[src/rtl/led_matrix_scan_driver_pkg.sv]
// Shared types and polarity helpers for the 7x5 LED matrix scan driver.
package led_matrix_scan_driver_pkg;

  localparam int NUM_COLS = 5;
  localparam int NUM_ROWS = 7;

  typedef enum logic [1:0] {
    IDLE  = 2'd0,
    LOAD  = 2'd1,
    DWELL = 2'd2,
    BLANK = 2'd3
  } scan_state_e;

  typedef logic [NUM_ROWS-1:0] col_img_t;
  typedef logic [NUM_COLS-1:0] col_strobe_t;

  // Column strobe with at most one active bit, polarity applied last.
  function automatic col_strobe_t col_strobe(input logic active, input logic [2:0] idx,
                                             input logic active_low);
    col_strobe_t onehot;
    onehot = active ? (col_strobe_t'(1) << idx) : '0;
    return active_low ? ~onehot : onehot;
  endfunction

  function automatic col_img_t row_drive(input logic lit, input col_img_t img,
                                         input logic active_low);
    col_img_t rows;
    rows = lit ? img : '0;
    return active_low ? ~rows : rows;
  endfunction

endpackage

[src/rtl/led_matrix_scan_driver_if.sv]
// Controller-to-scan-driver bundle: enables, column images and matrix drive outputs.
interface led_matrix_scan_driver_if;
  import led_matrix_scan_driver_pkg::*;

  logic        enable;
  logic        blink_en;
  col_img_t    col1_in;
  col_img_t    col2_in;
  col_img_t    col3_in;
  col_img_t    col4_in;
  col_img_t    col5_in;
  col_strobe_t col_sel;
  col_img_t    row_out;
  logic        frame_tick;

  modport master (
    output enable, blink_en, col1_in, col2_in, col3_in, col4_in, col5_in,
    input  col_sel, row_out, frame_tick
  );

  modport slave (
    input  enable, blink_en, col1_in, col2_in, col3_in, col4_in, col5_in,
    output col_sel, row_out, frame_tick
  );
endinterface

[src/rtl/led_matrix_scan_driver_scan_dwell_counter.sv]
// Loadable down-counter that flags terminal count; times both column dwell and blanking.
module scan_dwell_counter #(
  parameter int WIDTH = 4
) (
  input  logic             clk,
  input  logic             reset,
  input  logic             load,
  input  logic [WIDTH-1:0] load_value,
  output logic             tc
);

  logic [WIDTH-1:0] count_q;
  logic [WIDTH-1:0] count_d;

  // A load of N-1 on state entry gives exactly N cycles before terminal count.
  always_comb begin
    count_d = count_q;
    if (load) begin
      count_d = load_value;
    end else if (count_q != '0) begin
      count_d = count_q - WIDTH'(1);
    end
  end

  always_ff @(posedge clk) begin
    if (reset) begin
      count_q <= '0;
    end else begin
      count_q <= count_d;
    end
  end

  assign tc = (count_q == '0);

endmodule

[src/rtl/led_matrix_scan_driver.sv]
// Column-multiplexed LED matrix driver: frame snapshot, dwell/blank scanning and blink.
module led_matrix_scan_driver
  import led_matrix_scan_driver_pkg::*;
#(
  parameter int DWELL_CYCLES   = 10000,
  parameter int BLANK_CYCLES   = 50,
  parameter int BLINK_FRAMES   = 100,
  parameter bit COL_ACTIVE_LOW = 1'b1,
  parameter bit ROW_ACTIVE_LOW = 1'b0
) (
  input logic                     clk,
  input logic                     reset,
  led_matrix_scan_driver_if.slave bus
);

  localparam int MAX_CYC = (DWELL_CYCLES > BLANK_CYCLES) ? DWELL_CYCLES : BLANK_CYCLES;
  localparam int CNT_W   = (MAX_CYC > 1) ? $clog2(MAX_CYC) : 1;
  localparam int FC_W    = (BLINK_FRAMES > 1) ? $clog2(BLINK_FRAMES) : 1;

  localparam logic [CNT_W-1:0] DWELL_LOAD = CNT_W'(DWELL_CYCLES - 1);
  localparam logic [CNT_W-1:0] BLANK_LOAD = (BLANK_CYCLES > 0) ? CNT_W'(BLANK_CYCLES - 1) : '0;
  localparam logic [FC_W-1:0]  FRAME_LAST = FC_W'(BLINK_FRAMES - 1);
  localparam logic [2:0]       LAST_COL   = 3'(NUM_COLS - 1);

  scan_state_e       state_q, state_d;
  logic [2:0]        col_idx_q, col_idx_d;
  col_img_t          snapshot_q [NUM_COLS];
  col_img_t          snapshot_d [NUM_COLS];
  logic [FC_W-1:0]   frame_cnt_q, frame_cnt_d;
  logic              blink_phase_q, blink_phase_d;
  logic              frame_tick_q, frame_tick_d;
  col_strobe_t       col_sel_q, col_sel_d;
  col_img_t          row_out_q, row_out_d;

  logic              cnt_load;
  logic [CNT_W-1:0]  cnt_load_value;
  logic              cnt_tc;
  logic              col_done;
  logic              lit;

  scan_dwell_counter #(
    .WIDTH(CNT_W)
  ) u_dwell_counter (
    .clk        (clk),
    .reset      (reset),
    .load       (cnt_load),
    .load_value (cnt_load_value),
    .tc         (cnt_tc)
  );

  always_comb begin
    state_d        = state_q;
    col_idx_d      = col_idx_q;
    snapshot_d     = snapshot_q;
    frame_cnt_d    = frame_cnt_q;
    blink_phase_d  = blink_phase_q;
    frame_tick_d   = 1'b0;
    cnt_load       = 1'b0;
    cnt_load_value = '0;
    col_done       = 1'b0;

    case (state_q)
      IDLE: begin
        if (bus.enable) begin
          state_d = LOAD;
        end
      end
      LOAD: begin
        snapshot_d[0]  = bus.col1_in;
        snapshot_d[1]  = bus.col2_in;
        snapshot_d[2]  = bus.col3_in;
        snapshot_d[3]  = bus.col4_in;
        snapshot_d[4]  = bus.col5_in;
        col_idx_d      = '0;
        state_d        = DWELL;
        cnt_load       = 1'b1;
        cnt_load_value = DWELL_LOAD;
      end
      DWELL: begin
        if (cnt_tc) begin
          if (BLANK_CYCLES > 0) begin
            state_d        = BLANK;
            cnt_load       = 1'b1;
            cnt_load_value = BLANK_LOAD;
          end else begin
            col_done = 1'b1;
          end
        end
      end
      BLANK: begin
        if (cnt_tc) begin
          col_done = 1'b1;
        end
      end
      default: state_d = IDLE;
    endcase

    // End of a column: advance, or close the frame and step the blink timer.
    if (col_done) begin
      if (col_idx_q < LAST_COL) begin
        col_idx_d      = col_idx_q + 3'd1;
        state_d        = DWELL;
        cnt_load       = 1'b1;
        cnt_load_value = DWELL_LOAD;
      end else begin
        state_d      = LOAD;
        frame_tick_d = 1'b1;
        if (frame_cnt_q == FRAME_LAST) begin
          frame_cnt_d   = '0;
          blink_phase_d = ~blink_phase_q;
        end else begin
          frame_cnt_d = frame_cnt_q + FC_W'(1);
        end
      end
    end

    // Disable wins over any transition but leaves the blink timer untouched.
    if (!bus.enable) begin
      state_d        = IDLE;
      col_idx_d      = col_idx_q;
      snapshot_d     = snapshot_q;
      frame_cnt_d    = frame_cnt_q;
      blink_phase_d  = blink_phase_q;
      frame_tick_d   = 1'b0;
      cnt_load       = 1'b0;
      cnt_load_value = '0;
    end

    lit       = (state_d == DWELL);
    col_sel_d = col_strobe(lit, col_idx_d, COL_ACTIVE_LOW);
    row_out_d = row_drive(lit && !(bus.blink_en && blink_phase_q),
                          snapshot_d[col_idx_d], ROW_ACTIVE_LOW);
  end

  always_ff @(posedge clk) begin
    if (reset) begin
      state_q       <= IDLE;
      col_idx_q     <= '0;
      snapshot_q    <= '{default: '0};
      frame_cnt_q   <= '0;
      blink_phase_q <= 1'b0;
      frame_tick_q  <= 1'b0;
      col_sel_q     <= col_strobe(1'b0, 3'd0, COL_ACTIVE_LOW);
      row_out_q     <= row_drive(1'b0, '0, ROW_ACTIVE_LOW);
    end else begin
      state_q       <= state_d;
      col_idx_q     <= col_idx_d;
      snapshot_q    <= snapshot_d;
      frame_cnt_q   <= frame_cnt_d;
      blink_phase_q <= blink_phase_d;
      frame_tick_q  <= frame_tick_d;
      col_sel_q     <= col_sel_d;
      row_out_q     <= row_out_d;
    end
  end

  assign bus.col_sel    = col_sel_q;
  assign bus.row_out    = row_out_q;
  assign bus.frame_tick = frame_tick_q;

endmodule

[src/flat_wrapper.sv]
// flat-port wrapper written by rule: the top's interface ports become plain ports
module led_matrix_scan_driver_flat import led_matrix_scan_driver_pkg::*;
#(
  parameter int DWELL_CYCLES   = 10000,
  parameter int BLANK_CYCLES   = 50,
  parameter int BLINK_FRAMES   = 100,
  parameter bit COL_ACTIVE_LOW = 1'b1,
  parameter bit ROW_ACTIVE_LOW = 1'b0
)
  (clk, reset, bus_enable, bus_blink_en, bus_col1_in, bus_col2_in, bus_col3_in, bus_col4_in, bus_col5_in, bus_col_sel, bus_row_out, bus_frame_tick);
  led_matrix_scan_driver_if bus_i ();
  input logic clk;
  input logic reset;
  input wire logic [$bits(bus_i.enable)-1:0] bus_enable;
  input wire logic [$bits(bus_i.blink_en)-1:0] bus_blink_en;
  input wire logic [$bits(bus_i.col1_in)-1:0] bus_col1_in;
  input wire logic [$bits(bus_i.col2_in)-1:0] bus_col2_in;
  input wire logic [$bits(bus_i.col3_in)-1:0] bus_col3_in;
  input wire logic [$bits(bus_i.col4_in)-1:0] bus_col4_in;
  input wire logic [$bits(bus_i.col5_in)-1:0] bus_col5_in;
  output wire logic [$bits(bus_i.col_sel)-1:0] bus_col_sel;
  output wire logic [$bits(bus_i.row_out)-1:0] bus_row_out;
  output wire logic [$bits(bus_i.frame_tick)-1:0] bus_frame_tick;
  assign bus_i.enable = bus_enable;
  assign bus_i.blink_en = bus_blink_en;
  assign bus_i.col1_in = bus_col1_in;
  assign bus_i.col2_in = bus_col2_in;
  assign bus_i.col3_in = bus_col3_in;
  assign bus_i.col4_in = bus_col4_in;
  assign bus_i.col5_in = bus_col5_in;
  assign bus_col_sel = bus_i.col_sel;
  assign bus_row_out = bus_i.row_out;
  assign bus_frame_tick = bus_i.frame_tick;
  led_matrix_scan_driver #(.DWELL_CYCLES(DWELL_CYCLES), .BLANK_CYCLES(BLANK_CYCLES), .BLINK_FRAMES(BLINK_FRAMES), .COL_ACTIVE_LOW(COL_ACTIVE_LOW), .ROW_ACTIVE_LOW(ROW_ACTIVE_LOW)) u_core (.clk(clk), .reset(reset), .bus(bus_i));
endmodule
[config.mk]
export PLATFORM = sky130hd
export DESIGN_NAME = led_matrix_scan_driver_flat
export DESIGN_NICKNAME = d
export VERILOG_FILES = /design/src/rtl/led_matrix_scan_driver_pkg.sv /design/src/rtl/led_matrix_scan_driver_if.sv /design/src/rtl/led_matrix_scan_driver_scan_dwell_counter.sv /design/src/rtl/led_matrix_scan_driver.sv /design/src/flat_wrapper.sv
export SDC_FILE = /design/constraint.sdc
export NUM_CORES = 1
export LEC_CHECK = 0
export ABC_AREA = 1
export ABC_CLOCK_PERIOD_IN_PS = 2700
export CAP_MARGIN = 25
export CORE_UTILIZATION = 50
export CTS_BUF_LIST = sky130_fd_sc_hd__clkbuf_4 sky130_fd_sc_hd__clkbuf_8 sky130_fd_sc_hd__clkbuf_16
export CTS_CLUSTER_SIZE = 20
export DETAILED_ROUTE_END_ITERATION = 12
export GPL_ROUTABILITY_DRIVEN = 0
export PLACE_DENSITY = 0.74
export REMOVE_ABC_BUFFERS = 1
export SETUP_SLACK_MARGIN = 0.1
export SYNTH_ARGS = -nofsm -noshare
export SYNTH_HDL_FRONTEND = slang
export SYNTH_SLANG_ARGS = --single-unit
[constraint.sdc]
create_clock -name clk -period 2.7 [get_ports clk]
set_input_delay 0.27 -clock clk [delete_from_list [all_inputs] [get_ports clk]]
set_output_delay 0.27 -clock clk [all_outputs]
set_load 0.005 [all_outputs]
==> run_results.csv <==
group,metric,value,unit
outcome,status,"completed",
power,power_switching,1020,uW
routing,antenna_left,0,
flow_run,drv_cap,0,
die,num_rows,30,
timing,holdWs,0.479,ns
timing,min_period,2.18,ns
die,num_io_pins,52,
place,dp_cells,575,
critical_path,worstSetupPathType,"flop to flop",
die,fp.dieArea,0.00748,sq mm
power,switching_share,32.7,%
clock_network,clk_pin_slew_worst_paths,0.09,ns
synthesis,yosysSeqAreaShare,42.1,%
timing,period_share,80.6,%
place,dpl_worst_slack,0.585,ns
cells_and_area,antennaDiodeCount,0,
place,hpwl,5640,microns
timing,worst_slack,0.525,ns
timing,finalMaxSlewViolations,0,
routing,wl,7820,microns
clock_network,cts.sinks,75,
clock_network,cts_buffers,9,
grt,grt_pass1_vias,2901,
routing,first_pass_iters,5,
synthesis,synth-main-ff-cell,"dfxtp_1",
clock_network,htree_levels,3,
routing,routed-wl-met2,3510,microns
synthesis,yosysWarnings,0,
power,power.density,711,mW/mm^2
timing,setup_viol_count_final,0,
clock_network,cts_tree,"done",
die,start_util,52.2,%
power,seqPwrFrac,41.0,%
power,p_int,2110,uW
critical_path,required,3.01,ns
place,numPortBuffers,51,
hold_path,min_path_cells,2,
timing,finClkSkew,0.0184,ns
timing,tightest_slew,0.406,ns
routing,drc_errors,0,
grt,grt_pass1_wl,13500,microns
synthesis,syn_area_per_cell,8.22,sq um
power,p_total,3130,uW
grt,grt_overflow,0,
timing,slew_headroom,72.7,%
cells_and_area,finalNetCount,538,
hold_path,hold_path.class,"flop to flop",
synthesis,yosysTopAreaCell,"dfxtp_1",
synthesis,synth_area_leaders,"dfxtp_1, mux2i_1, nor2_1",
critical_path,startpoint_type,"flop",
cells_and_area,area_delta_synth_final,23.4,%
critical_path,reg2reg_depth,14,
grt,grtUsageTotal,23.1,%
die,die_y,86.5,microns
synthesis,synth_edf_count,0,
routing,drt_iter0_drc,117,
synthesis,synth-seq-cells,75,
power,ir_drop,0.327,mV
cells_and_area,multi_input_area,0.00185,sq mm
routing,post_drt_via_cell_ratio,5.05,
synthesis,syn-cell-area,0.00357,sq mm
power,clockPowerShare,31.1,%
power,p_leak,0.00211,uW
cells_and_area,num-fill-cells,587,
routing,dr.max_layer_used,"met4",
die,die_width,86.5,microns
clock_network,post_cts_resized,0,
clock_network,postCtsSetupRepairBufs,0,
cells_and_area,regArea,0.00150,sq mm
clock_network,clockBufferDepth,2,
critical_path,worstPathMaxFanout,21,
timing,clock.fmax,0.460,GHz
critical_path,endpoint,"u_core.bus.row_out[5]",
routing,met1_length,3800,microns
synthesis,synthArstFlopShare,0,%
clock_network,cts_hold_buf,0,
routing,wl_per_cell,13.2,microns
critical_path,arrival,2.49,ns
die,core_area,0.00683,sq mm
critical_path,cp-end-kind,"flop",
clock_network,root_buffer,"clkbuf_8",
grt,grt_max_degree,37,
critical_path,crit_path_start,"u_core.u_dwell_counter.count_q[0]",
synthesis,synth_cell_types,40,
timing,fin_setup_tns,0,ns
synthesis,synthCells,434,
critical_path,timing.rr.start,"u_core.u_dwell_counter.count_q[0]",
grt,antenna_found_initial,0,
critical_path,rr_endpoint,"u_core.bus.row_out[5]",
routing,vias,2983,
cells_and_area,drive_gt1_share,12.1,%
critical_path,rrSetupSlack,0.52,ns
routing,wl_met3,375,microns
cells_and_area,final_cells,591,
synthesis,synth_top_cell_area_share,42.1,%
timing,rsz0062_at_grt,"false",
clock_network,insertion_delay,0.36,ns
timing,hold_viol_final,0,
power,power_frac_comb,27.9,%
## per-layer routing
layer / GRT usage (%) / vias up
met1: 32.0 / 1359
met5: 0 / -
met3: 4.86 / 13
met4: 7.12 / 0
li1: - / 1537
met2: 36.2 / 74
## cell usage after synthesis, types with 5 or more instances
| cell type | number |
|---|---|
| nand2_1 | 65 |
| nor3_1 | 5 |
| mux2i_1 | 35 |
| nor2_1 | 69 |
| a21oi_1 | 18 |
| dfxtp_1 | 75 |
| o21ai_0 | 6 |
| inv_1 | 29 |
| ha_1 | 9 |
| nand3_1 | 41 |
| nand2_2 | 12 |
| xor2_1 | 6 |
## state kept, by name, indices dropped and copies added, names as in the netlist
| signal | flops |
|---|---|
| u_core.blink_phase_q | 1 |
| u_core.u_dwell_counter.count_q | 14 |
| u_core.bus.row_out | 7 |
| u_core.frame_cnt_q | 7 |
| u_core.col_idx_q | 3 |
| u_core.bus.frame_tick | 1 |
| u_core.state_q | 2 |
| u_core.snapshot_q | 35 |
| u_core.bus.col_sel | 5 |
## how the worst min path moves through the flow
stage / start / end
6_report: u_core.frame_cnt_q[6] / u_core.frame_cnt_q[6]
5_1_grt: u_core.u_dwell_counter.count_q[6] / u_core.u_dwell_counter.count_q[6]
4_1_cts: u_core.frame_cnt_q[6] / u_core.frame_cnt_q[6]
3_5_place_dp: u_core.frame_cnt_q[6] / u_core.frame_cnt_q[6]
3_3_place_gp: u_core.frame_cnt_q[6] / u_core.frame_cnt_q[6]
2_1_floorplan: reset / u_core.u_dwell_counter.count_q[0]
## layout make-up
type	instances	share of cell area, %
multi-input cells	312	42.1
flip-flops and latches	75	34.1
repair buffers	58	13.1
inverters	34	2.93
clock buffers	9	2.81
well taps	96	2.73
clock inverters	7	2.27
## power by group through the flow
stage	Combinational (uW)	Clock [uW]	Sequential, uW
detailed placement	865	0	1310
finish	873	975	1290
global placement	848	0	1300
floorplan	682	0	1290
CTS	877	985	1280
global route	990	1050	1300
## placed cells by master (no fill, tap or decap), types with 9 or more instances in the layout
master / count
mux2i_1: 35
nand2_2: 12
nand3_1: 41
nand2_1: 65
inv_1: 29
clkbuf_8: 9
ha_1: 9
clkdlybuf4s50_1: 51
nor2_1: 69
a21oi_1: 18
dfxtp_1: 75
## cells by family after synthesis
logic type | Yosys count | share of synthesized area (%)
AOI/OAI and AO/OA | 36 | 6.21
xor gates and xnor gates | 8 | 1.96
adders and majority gates | 9 | 3.16
buffers and inverters | 47 | 5.96
DFF | 75 | 42.1
muxes | 35 | 9.82
and+or+nand+nor | 224 | 30.8
## per-stage QoR
step	area (sq um)	utilization, %
after floorplan	3480	-
after global placement	4180	61.2
after detailed placement	4180	61.2
after CTS	4400	64.5
after global routing	4400	64.5
final	4400	64.5
## worst max-delay path: stages (launching register included)
cell	delay, ns
dfxtp_1	0.31
inv_1	0.09
ha_1	0.21
nand2_2	0.14
nor2_8	0.18
nand3_4	0.13
nand2_1	0.12
nand3_4	0.15
nand2_4	0.28
inv_2	0.15
nand2_1	0.08
nand3_1	0.07
nand3_1	0.10
nand2_1	0.06
inv_1	0.05
(Power assumes the default switching activity.)
